[src/rtl/all_pkgs.sv]
// Shared core definitions: datapath width, RV32 opcodes, decode-stage state
// encoding and the per-opcode operand-use table.
package all_pkgs;

    localparam int WIDTH = 32;

    localparam logic [6:0] R_TYPE     = 7'b0110011;
    localparam logic [6:0] I_TYPE     = 7'b0010011;
    localparam logic [6:0] I_LOAD     = 7'b0000011;
    localparam logic [6:0] S_TYPE     = 7'b0100011;
    localparam logic [6:0] B_TYPE     = 7'b1100011;
    localparam logic [6:0] J_TYPE     = 7'b1101111;
    localparam logic [6:0] JALR_TYPE  = 7'b1100111;
    localparam logic [6:0] LUI_TYPE   = 7'b0110111;
    localparam logic [6:0] AUIPC_TYPE = 7'b0010111;

    typedef enum logic [1:0] {EMPTY, READY, HAZARD} dec_state_e;

    typedef struct packed {
        logic rs1;
        logic rs2;
        logic rd;
    } op_use_t;

    function automatic op_use_t op_use(input logic [6:0] opc);
        op_use_t u;
        u = '0;
        case (opc)
            R_TYPE:                     u = '{rs1: 1'b1, rs2: 1'b1, rd: 1'b1};
            I_TYPE, I_LOAD, JALR_TYPE:  u = '{rs1: 1'b1, rs2: 1'b0, rd: 1'b1};
            S_TYPE, B_TYPE:             u = '{rs1: 1'b1, rs2: 1'b1, rd: 1'b0};
            J_TYPE, LUI_TYPE, AUIPC_TYPE: u = '{rs1: 1'b0, rs2: 1'b0, rd: 1'b1};
            default:                    u = '0;
        endcase
        return u;
    endfunction

endpackage

[src/rtl/decoder.sv]
// Combinational RV32 field/immediate decoder; unknown opcodes yield imm 0
// and no operand use.
module decoder
    import all_pkgs::*;
(
    input  logic [WIDTH-1:0] instr,
    output logic [4:0]       rs1,
    output logic [4:0]       rs2,
    output logic [4:0]       rd,
    output logic [WIDTH-1:0] imm,
    output op_use_t          use_o
);

    always_comb begin
        rs1   = instr[19:15];
        rs2   = instr[24:20];
        rd    = instr[11:7];
        use_o = op_use(instr[6:0]);
        imm   = '0;
        case (instr[6:0])
            I_TYPE, I_LOAD, JALR_TYPE:
                imm = {{(WIDTH-12){instr[31]}}, instr[31:20]};
            S_TYPE:
                imm = {{(WIDTH-12){instr[31]}}, instr[31:25], instr[11:7]};
            B_TYPE:
                imm = {{(WIDTH-13){instr[31]}}, instr[31], instr[7],
                       instr[30:25], instr[11:8], 1'b0};
            J_TYPE:
                imm = {{(WIDTH-21){instr[31]}}, instr[31], instr[19:12],
                       instr[20], instr[30:21], 1'b0};
            LUI_TYPE, AUIPC_TYPE:
                imm = {instr[31:12], 12'b0};
            default:
                imm = '0;
        endcase
    end

endmodule

[src/rtl/decode_issue_ctrl.sv]
// Decode stage: IF/ID register, register scoreboard with RAW blocking,
// EX issue handshake, flush squash and saturating stall counter.
module decode_issue_ctrl
    import all_pkgs::*;
#(
    parameter int NREG   = 32,
    parameter int SCNT_W = 16
) (
    input  logic              clk,
    input  logic              rst,
    input  logic              if_valid,
    input  logic [WIDTH-1:0]  if_instr,
    input  logic [WIDTH-1:0]  if_pc,
    output logic              if_ready,
    output logic              issue_valid,
    input  logic              issue_ready,
    output logic [WIDTH-1:0]  issue_instr,
    output logic [WIDTH-1:0]  issue_pc,
    output logic [WIDTH-1:0]  issue_imm,
    output logic [4:0]        issue_rs1,
    output logic [4:0]        issue_rs2,
    output logic [4:0]        issue_rd,
    input  logic              wb_valid,
    input  logic [4:0]        wb_rd,
    input  logic              flush,
    output logic [SCNT_W-1:0] stall_cycles
);

    dec_state_e        state_q, state_d;
    logic [WIDTH-1:0]  instr_q, instr_d;
    logic [WIDTH-1:0]  pc_q, pc_d;
    logic [NREG-1:0]   pending_q, pending_d, pend_wb;
    logic [SCNT_W-1:0] stall_q, stall_d;
    logic              held, hazard, issue, accept;
    op_use_t           dec_use, new_use;

    function automatic logic raw(input logic [NREG-1:0] pend,
                                 input logic [4:0] a, input logic [4:0] b,
                                 input op_use_t u);
        return (u.rs1 && a != '0 && pend[a]) || (u.rs2 && b != '0 && pend[b]);
    endfunction

    decoder u_decoder (
        .instr (instr_q),
        .rs1   (issue_rs1),
        .rs2   (issue_rs2),
        .rd    (issue_rd),
        .imm   (issue_imm),
        .use_o (dec_use)
    );

    assign issue_instr  = instr_q;
    assign issue_pc     = pc_q;
    assign stall_cycles = stall_q;

    always_comb begin
        held = (state_q != EMPTY);

        // Writeback clears before the hazard check (write-through regfile).
        pend_wb = pending_q;
        if (wb_valid)
            pend_wb[wb_rd] = 1'b0;

        hazard      = raw(pend_wb, issue_rs1, issue_rs2, dec_use);
        issue_valid = held && !hazard && !flush;
        issue       = issue_valid && issue_ready;
        if_ready    = !held || issue || flush;
        accept      = if_valid && if_ready && !flush;

        // Set after clear so a same-index issue wins over writeback.
        pending_d = pend_wb;
        if (issue && dec_use.rd && issue_rd != '0)
            pending_d[issue_rd] = 1'b1;

        new_use = op_use(if_instr[6:0]);
        state_d = state_q;
        instr_d = instr_q;
        pc_d    = pc_q;
        // HAZARD/READY is classified against next cycle's scoreboard.
        if (flush) begin
            state_d = EMPTY;
        end else if (accept) begin
            instr_d = if_instr;
            pc_d    = if_pc;
            state_d = raw(pending_d, if_instr[19:15], if_instr[24:20], new_use)
                      ? HAZARD : READY;
        end else if (issue) begin
            state_d = EMPTY;
        end else if (held) begin
            state_d = raw(pending_d, issue_rs1, issue_rs2, dec_use) ? HAZARD : READY;
        end

        stall_d = stall_q;
        if (state_q == HAZARD && !flush && stall_q != '1)
            stall_d = stall_q + 1'b1;
    end

    always_ff @(posedge clk or posedge rst) begin
        if (rst) begin
            state_q   <= EMPTY;
            instr_q   <= '0;
            pc_q      <= '0;
            pending_q <= '0;
            stall_q   <= '0;
        end else begin
            state_q   <= state_d;
            instr_q   <= instr_d;
            pc_q      <= pc_d;
            pending_q <= pending_d;
            stall_q   <= stall_d;
        end
    end

endmodule
[config.mk]
export PLATFORM = sky130hd
export DESIGN_NAME = decode_issue_ctrl
export DESIGN_NICKNAME = d
export VERILOG_FILES = /design/src/rtl/all_pkgs.sv /design/src/rtl/decoder.sv /design/src/rtl/decode_issue_ctrl.sv
export SDC_FILE = /design/constraint.sdc
export NUM_CORES = 1
export LEC_CHECK = 0
export CORE_MARGIN = 8
export CORE_UTILIZATION = 50
export DETAILED_ROUTE_END_ITERATION = 16
export PLACE_DENSITY = 0.82
export SLEW_MARGIN = 40
export SYNTH_ARGS = -nofsm -noshare
export SYNTH_HDL_FRONTEND = slang
export SYNTH_SLANG_ARGS = --single-unit
[constraint.sdc]
create_clock -name clk -period 5.5 [get_ports clk]
set_input_delay 1.1 -clock clk [delete_from_list [all_inputs] [get_ports clk]]
set_output_delay 1.1 -clock clk [all_outputs]
set_load 0.01 [all_outputs]
==> impl_metrics.env, run 1 <==
export IMPL_crit_slowest_cell="or4_4"
export IMPL_async_reset_ff_frac=1.000
export IMPL_dpl_instance_area_um2=10530
export IMPL_grt_pass1_wl_mm=55.13
export IMPL_postLayoutCoreUtil=0.7430
export IMPL_leakagePower_nw=4.733
export IMPL_p_per_area_nw_per_um2=306.9
export IMPL_end_kind="output pin"
export IMPL_diodes=0
export IMPL_vias=8616
export IMPL_grt_use_met2=0.6006
export IMPL_use_met1=0.4306
export IMPL_stdcell_count=1303
export IMPL_skew_ps=13.24
export IMPL_cts_sink_count=114
export IMPL_dp_cells=1271
export IMPL_area_growth_pct=47.07
export IMPL_critPathTopFamily="simple AND/OR/NAND/NOR gates"
export IMPL_arrival_ps=4220
export IMPL_cts_buffers=17
export IMPL_antenna_left=0
export IMPL_nFillCells=1038
export IMPL_grt_util_met3=0.1190
export IMPL_fin_area_um2=11170
export IMPL_start_util=0.5052
export IMPL_synth_seq_cells=114
export IMPL_clock_path_buffers=2
export IMPL_crit_buf_inv=2
export IMPL_die_x_um=139.2
export IMPL_postCtsHoldBufs=0
export IMPL_slew_headroom=0.4270
export IMPL_via_per_inst=6.612
export IMPL_htree_levels=4
export IMPL_critPathKind="in2out"
export IMPL_port_buffers=203
export IMPL_regArea_um2=2853
export IMPL_clock_latency_ps=430
export IMPL_layout_nets=1178
export IMPL_path_max_fanout=4
export IMPL_vdd_drop_max_v=0.0002525
export IMPL_path_cells="clkdlybuf4s50_1, or4b_4, or3_1, a21oi_1, nor4_1, or4_4, a21oi_4, o21ai_0, o21bai_1, dlygate4sd2_1"
export IMPL_holdWs_ps=515.7
export IMPL_synth_edf_count=0
export IMPL_clk_pin_slew_ps=60
export IMPL_critPathRequiredTime_ps=4400
export IMPL_rsz0062_at_grt="false"
export IMPL_firstDrtPassIters=6
export IMPL_syn_avg_cell_area_um2=9.206
export IMPL_hold_path_class="reg2reg"
export IMPL_num_io_pins=204
export IMPL_post_cts_buffers=0
export IMPL_drcViolationCount=0
export IMPL_grtUsageTotal=0.3760
export IMPL_synth_cells=825
export IMPL_finalHoldViolCount=0
export IMPL_routedWlPerCell_um=28.61
export IMPL_slowest_delay_ps=590
export IMPL_synth_area_um2=7595
export IMPL_r2r_setup_slack_ps=830
export IMPL_gp_congestion=1.099
export IMPL_hpwl_mm=27.37
export IMPL_tightest_slew_ps=856.8
export IMPL_multi_input_area_um2=4314
export IMPL_setup_viol=0
export IMPL_ys_warn_count=0
export IMPL_maxCapViolations=0
export IMPL_grt_max_degree=62
export IMPL_drtIter0Drc=1128
export IMPL_period_minus_slack_ps=5315
export IMPL_die_area_um2=19390
export IMPL_ys_seq_area_frac=0.3756
export IMPL_start_kind="primary input"
export IMPL_finalCritPeriodShare=0.9664
export IMPL_core_um2=15030
export IMPL_die_y_um=139.2
export IMPL_cts_tree="yes"
export IMPL_grt_pass1_vias=8745
export IMPL_synth_ff_type="dfrtp_1"
export IMPL_fmax_mhz=188.1
export IMPL_cts_root_buf="clkbuf_16"
export IMPL_syn_nets=901
export IMPL_top_usage_layer="met2"
export IMPL_layout_drive_gt1_share=0.2287
export IMPL_outcome="finished clean"
export IMPL_grt_overflow_total=0
export IMPL_rows=45
export IMPL_finalMaxSlewViolations=0
export IMPL_drt_wl_total_mm=37.28
export IMPL_synth_distinct_cells=82
export IMPL_antenna_found_initial=0
## logic make-up (layout without fill, tap and decap cells)
logic type / after synthesis / after routing / share of synthesized area
AND/OR/NAND/NOR: 272 / 272 / 0.1847
AO/OA/AOI/OAI: 248 / 248 / 0.2446
flip-flops: 114 / 114 / 0.3756
buffers and inverters: 95 / 385 / 0.05848
multiplexers: 77 / 77 / 0.1142
XOR/XNOR: 18 / 18 / 0.02076
adder cells (fa/ha/maj): 1 / 1 / 0.001647
## path summary, 6_finish.rpt
check | endpoint | depth (start not counted) | start
min reg2reg | stall_cycles[7]$_DFFE_PP0P_ | 1 | stall_cycles[7]$_DFFE_PP0P_
max in group asynchronous | pending_q[19]$_DFF_PP0_ | 3 | rst
min in group asynchronous | issue_pc[6]$_DFFE_PP0P_ | 2 | rst
min | stall_cycles[7]$_DFFE_PP0P_ | 1 | stall_cycles[7]$_DFFE_PP0P_
max | if_ready | 10 | wb_rd[3]
max reg2reg | state_q[0]$_DFFE_PP0P_ | 15 | issue_instr[20]$_DFFE_PP0P_
## per-layer routing
metal	up-vias	part of all wire
met4	0	0.067
li1	3650	-
met2	634	0.46
met3	163	0.11
met1	4169	0.36
met5	-	0
## timing repair
action,CTS,global route
gates resized for setup,1,1
hold endpoints to repair,0,0
setup endpoints to repair,1,1
## worst register-to-register path: stages, from the launching register on
cell and delay [ps]:
dfrtp_1 680, nand2b_1 450, o32a_1 280, o21bai_1 260, a21oi_1 70, or4_4 520
a21oi_4 170, buf_4 170, o211ai_4 140, o31ai_1 500, buf_4 210, mux2_1 130
o21ai_0 70, and4b_1 210, o311ai_1 490, o31ai_1 170
## registers in the layout, indices dropped and copies added, names as in the netlist
name and cells:
issue_instr 32, pending_q 32, state_q 2, issue_pc 32, stall_cycles 16
## layout make-up
cell class                      count  area share
Clock buffer                       20     0.04089
Clock inverter                     12     0.01591
Inverter                           21    0.007281
Multi-Input combinational cell    616      0.3862
Sequential cell                   114      0.2554
Tap cell                          188     0.02106
Timing Repair Buffer              332      0.2732
## cells in the final DEF (no fill, tap or decap), types with 8 or more instances in the layout
cell,n
mux2_2,66
xnor2_1,10
nor3_1,16
o2111ai_1,10
dfrtp_1,114
mux2i_1,9
nand2_1,65
a31oi_1,8
nor2b_1,21
or3_1,11
o31ai_1,11
o32ai_1,8
clkbuf_16,17
o21a_1,10
a21oi_1,10
inv_1,19
nor2_1,68
a21o_1,20
nand2b_1,13
o211ai_1,12
clkdlybuf4s50_1,201
xor2_1,8
nand3_1,17
a32oi_1,8
o22ai_1,16
nand4_1,11
o21ai_0,52
buf_4,125
## Yosys cell counts (all sizes together) (8+ instances only)
cell type / instances / share of area
nand2: 65 / 0.032
xor2: 8 / 0.0092
o31ai: 18 / 0.024
nor2: 68 / 0.034
nor3: 16 / 0.011
o311ai: 9 / 0.010
xnor2: 10 / 0.012
clkbuf: 41 / 0.020
a32oi: 8 / 0.0092
o22ai: 16 / 0.013
a21oi: 11 / 0.0087
mux2i: 9 / 0.012
nand2b: 13 / 0.011
nor2b: 22 / 0.018
inv: 20 / 0.0099
o32ai: 8 / 0.0092
o21ai: 58 / 0.039
nand4: 11 / 0.0091
or3: 11 / 0.0091
o211ai: 13 / 0.015
buf: 33 / 0.028
dfrtp: 114 / 0.38
a31oi: 8 / 0.0066
o21a: 10 / 0.0099
a21o: 20 / 0.020
nor4: 9 / 0.0074
nand3: 17 / 0.011
o2111ai: 11 / 0.014
mux2: 67 / 0.099
## power breakdown
group | total [mW] | internal [mW] | switching [mW]
sequential | 1.11 | 0.941 | 0.173
combinational | 1.09 | 0.539 | 0.553
clock | 1.22 | 0.784 | 0.438
## metrics by stage
| stage | total power [mW] | TNS (ps) | setup WS, ps |
|---|---|---|---|
| final | 3.428 | 0 | 184.7 |
| after global routing | 3.532 | 0 | 54.25 |
| after CTS | 3.406 | 0 | 43.70 |
| after detailed placement | 2.168 | -94.52 | -81.84 |
| after global placement | 2.157 | -47.21 | -47.21 |
| after floorplan | 1.594 | 0 | 740.6 |
Power figures use the tool's default switching activity.
==> run 2, diff against run 1 <==
--- a/config.mk
+++ b/config.mk
@@ -6,9 +6,10 @@
 export NUM_CORES = 1
 export LEC_CHECK = 0
 export CORE_MARGIN = 8
-export CORE_UTILIZATION = 50
+export CORE_UTILIZATION = 60
 export DETAILED_ROUTE_END_ITERATION = 16
-export PLACE_DENSITY = 0.82
+export DONT_BUFFER_PORTS = 1
+export PLACE_DENSITY = 0.76
 export SLEW_MARGIN = 40
 export SYNTH_ARGS = -nofsm -noshare
 export SYNTH_HDL_FRONTEND = slang
==> impl_metrics.env, run 2 (synthesized netlist as in run 1, its figures left out) <==
export IMPL_grt_pass1_wl_mm=45.73
export IMPL_antenna_left=0
export IMPL_start_kind="primary input"
export IMPL_hold_end="stall_cycles[7]$_DFFE_PP0P_"
export IMPL_fmax_mhz=192.8
export IMPL_skew_ps=8.262
export IMPL_drtIter0Drc=1252
export IMPL_num_io_pins=204
export IMPL_vdd_drop_max_v=0.0002605
export IMPL_r2r_start="issue_instr[21]$_DFFE_PP0P_"
export IMPL_via_per_inst=7.508
export IMPL_final_common_cell="dfrtp_1"
export IMPL_slew_headroom=0.4023
export IMPL_port_buffers=0
export IMPL_drt_wl_total_mm=30.25
export IMPL_die_area_um2=16510
export IMPL_hold_start="stall_cycles[7]$_DFFE_PP0P_"
export IMPL_clock_latency_ps=430
export IMPL_ctsResizeCount=0
export IMPL_power_frac_comb=0.222
export IMPL_reg2reg_to="state_q[1]$_DFFE_PP0P_"
export IMPL_gp_congestion=1.089
export IMPL_finalMaxSlewViolations=0
export IMPL_rsz0062_at_grt="false"
export IMPL_grt_max_degree=77
export IMPL_routedWlPerCell_um=30.01
export IMPL_pre_cts_slack_ps=208.9
export IMPL_core_um2=12470
export IMPL_postLayoutCoreUtil=0.6764
export IMPL_p_per_area_nw_per_um2=337.2
export IMPL_htree_levels=4
export IMPL_layout_drive_gt1_share=0.2141
export IMPL_tightest_slew_ps=893.9
export IMPL_nFillCells=1038
export IMPL_cts_tree="yes"
export IMPL_outcome="finished clean"
export IMPL_finalHoldViolCount=0
export IMPL_end_kind="output pin"
export IMPL_die_x_um=128.5
export IMPL_grtUsageTotal=0.3678
export IMPL_setup_tns_ps=0
export IMPL_power_switching_mw=1.065
export IMPL_vias=7568
export IMPL_diodes=0
export IMPL_firstDrtPassIters=7
export IMPL_maxCapViolations=0
export IMPL_arrival_ps=4090
export IMPL_leakagePower_nw=3.525
export IMPL_cts_sink_count=114
export IMPL_postCtsHoldBufs=0
export IMPL_setup_ws_ps=313.7
export IMPL_min_delay_path_depth=1
export IMPL_internal_power_mw=1.778
export IMPL_r2r_setup_slack_ps=380
export IMPL_grt_overflow_total=0
export IMPL_cts_buffers=17
export IMPL_rows=41
export IMPL_drcViolationCount=0
export IMPL_grt_pass1_vias=7702
export IMPL_post_cts_buffers=0
export IMPL_setup_viol=0
export IMPL_die_y_um=128.5
export IMPL_clk_pin_slew_ps=60
export IMPL_clock_path_buffers=2
export IMPL_finalCritPeriodShare=0.9430
export IMPL_area_growth_pct=11.02
export IMPL_hpwl_mm=21.99
export IMPL_cts_root_buf="clkbuf_16"
export IMPL_r2r_cells=16
export IMPL_hold_path_class="reg2reg"
export IMPL_antenna_found_initial=0
export IMPL_clockPowerShare=0.363
export IMPL_path_max_fanout=13
export IMPL_layout_nets=899
export IMPL_seqPwrFrac=0.415
export IMPL_critPathRequiredTime_ps=4400
export IMPL_start_util=0.6093
export IMPL_swShare=0.3747
export IMPL_layout_common_cells="dfrtp_1, nor2_1, mux2_2"
export IMPL_period_minus_slack_ps=5186
export IMPL_critPathKind="in2out"
[run 2: worst max-delay path by stage]
stage | from | end | slack (ps) | cells after the start
floorplan | wb_rd[2] | if_ready | 740 | 9
global placement | wb_rd[2] | state_q[0]$_DFFE_PP0P_ | 120 | 15
detailed placement | wb_rd[2] | state_q[0]$_DFFE_PP0P_ | 210 | 15
CTS | wb_rd[2] | if_ready | 350 | 9
global route | wb_rd[2] | if_ready | 220 | 9
finish | wb_rd[2] | if_ready | 310 | 9
[run 2: routing by layer]
layer | global-route usage | routed length, um | vias up
met4 | 0.1928 | 1610 | 0
met3 | 0.1626 | 4540 | 159
met1 | 0.4364 | 10670 | 3595
li1 | - | - | 3103
met2 | 0.5543 | 13420 | 711
met5 | 0 | 0 | -
[run 2: final cells by class]
cell class              count  area (um2)  share of cell area
inverters                  21       83.83            0.009942
repair buffers             53       410.4             0.04867
well taps                 172       215.2             0.02552
flip-flops and latches    114        2853              0.3383
multi-input cells         616        4325              0.5130
clock buffers              19       442.9             0.05253
clock inverters            13       101.3             0.01202
[run 2: power by group through the flow]
stage / combinational (mW) / sequential, mW / clock, mW
after floorplan: 0.512 / 1.08 / 0
after global placement: 0.586 / 1.18 / 0
after detailed placement: 0.600 / 1.19 / 0
after CTS: 0.606 / 1.18 / 1.03
after global routing: 0.667 / 1.20 / 1.06
final: 0.631 / 1.18 / 1.03
[run 2: through the flow]
| step | cells | hold slack, ps | cell area (um2) | power [mW] |
|---|---|---|---|---|
| 6_report | 1008 | 568.0 | 8432 | 2.843 |
| 5_1_grt | 1008 | 598.9 | 8432 | 2.926 |
| 4_1_cts | 1008 | 575.0 | 8432 | 2.812 |
| 3_5_place_dp | 976 | 564.5 | 7888 | 1.787 |
| 3_3_place_gp | 976 | 551.3 | 7871 | 1.767 |
| 2_1_floorplan | 825 | 508.7 | 7595 | 1.594 |
[run 2: critical path, stage by stage]
cell      delay [ps]
or4b_4           550
or3_1            370
a21oi_1          210
nor4_1            80
or4_4            590
a21oi_4          190
buf_4            230
o21ai_0          300
o21bai_1         460
==> run 3, diff against run 2 <==
--- a/config.mk
+++ b/config.mk
@@ -10,6 +10,7 @@
 export DETAILED_ROUTE_END_ITERATION = 16
 export DONT_BUFFER_PORTS = 1
 export PLACE_DENSITY = 0.76
+export SKIP_LAST_GASP = 1
 export SLEW_MARGIN = 40
 export SYNTH_ARGS = -nofsm -noshare
 export SYNTH_HDL_FRONTEND = slang
==> results of run 3 <==
Same layout as run 2: the final DEF is identical, and so are final timing and power.
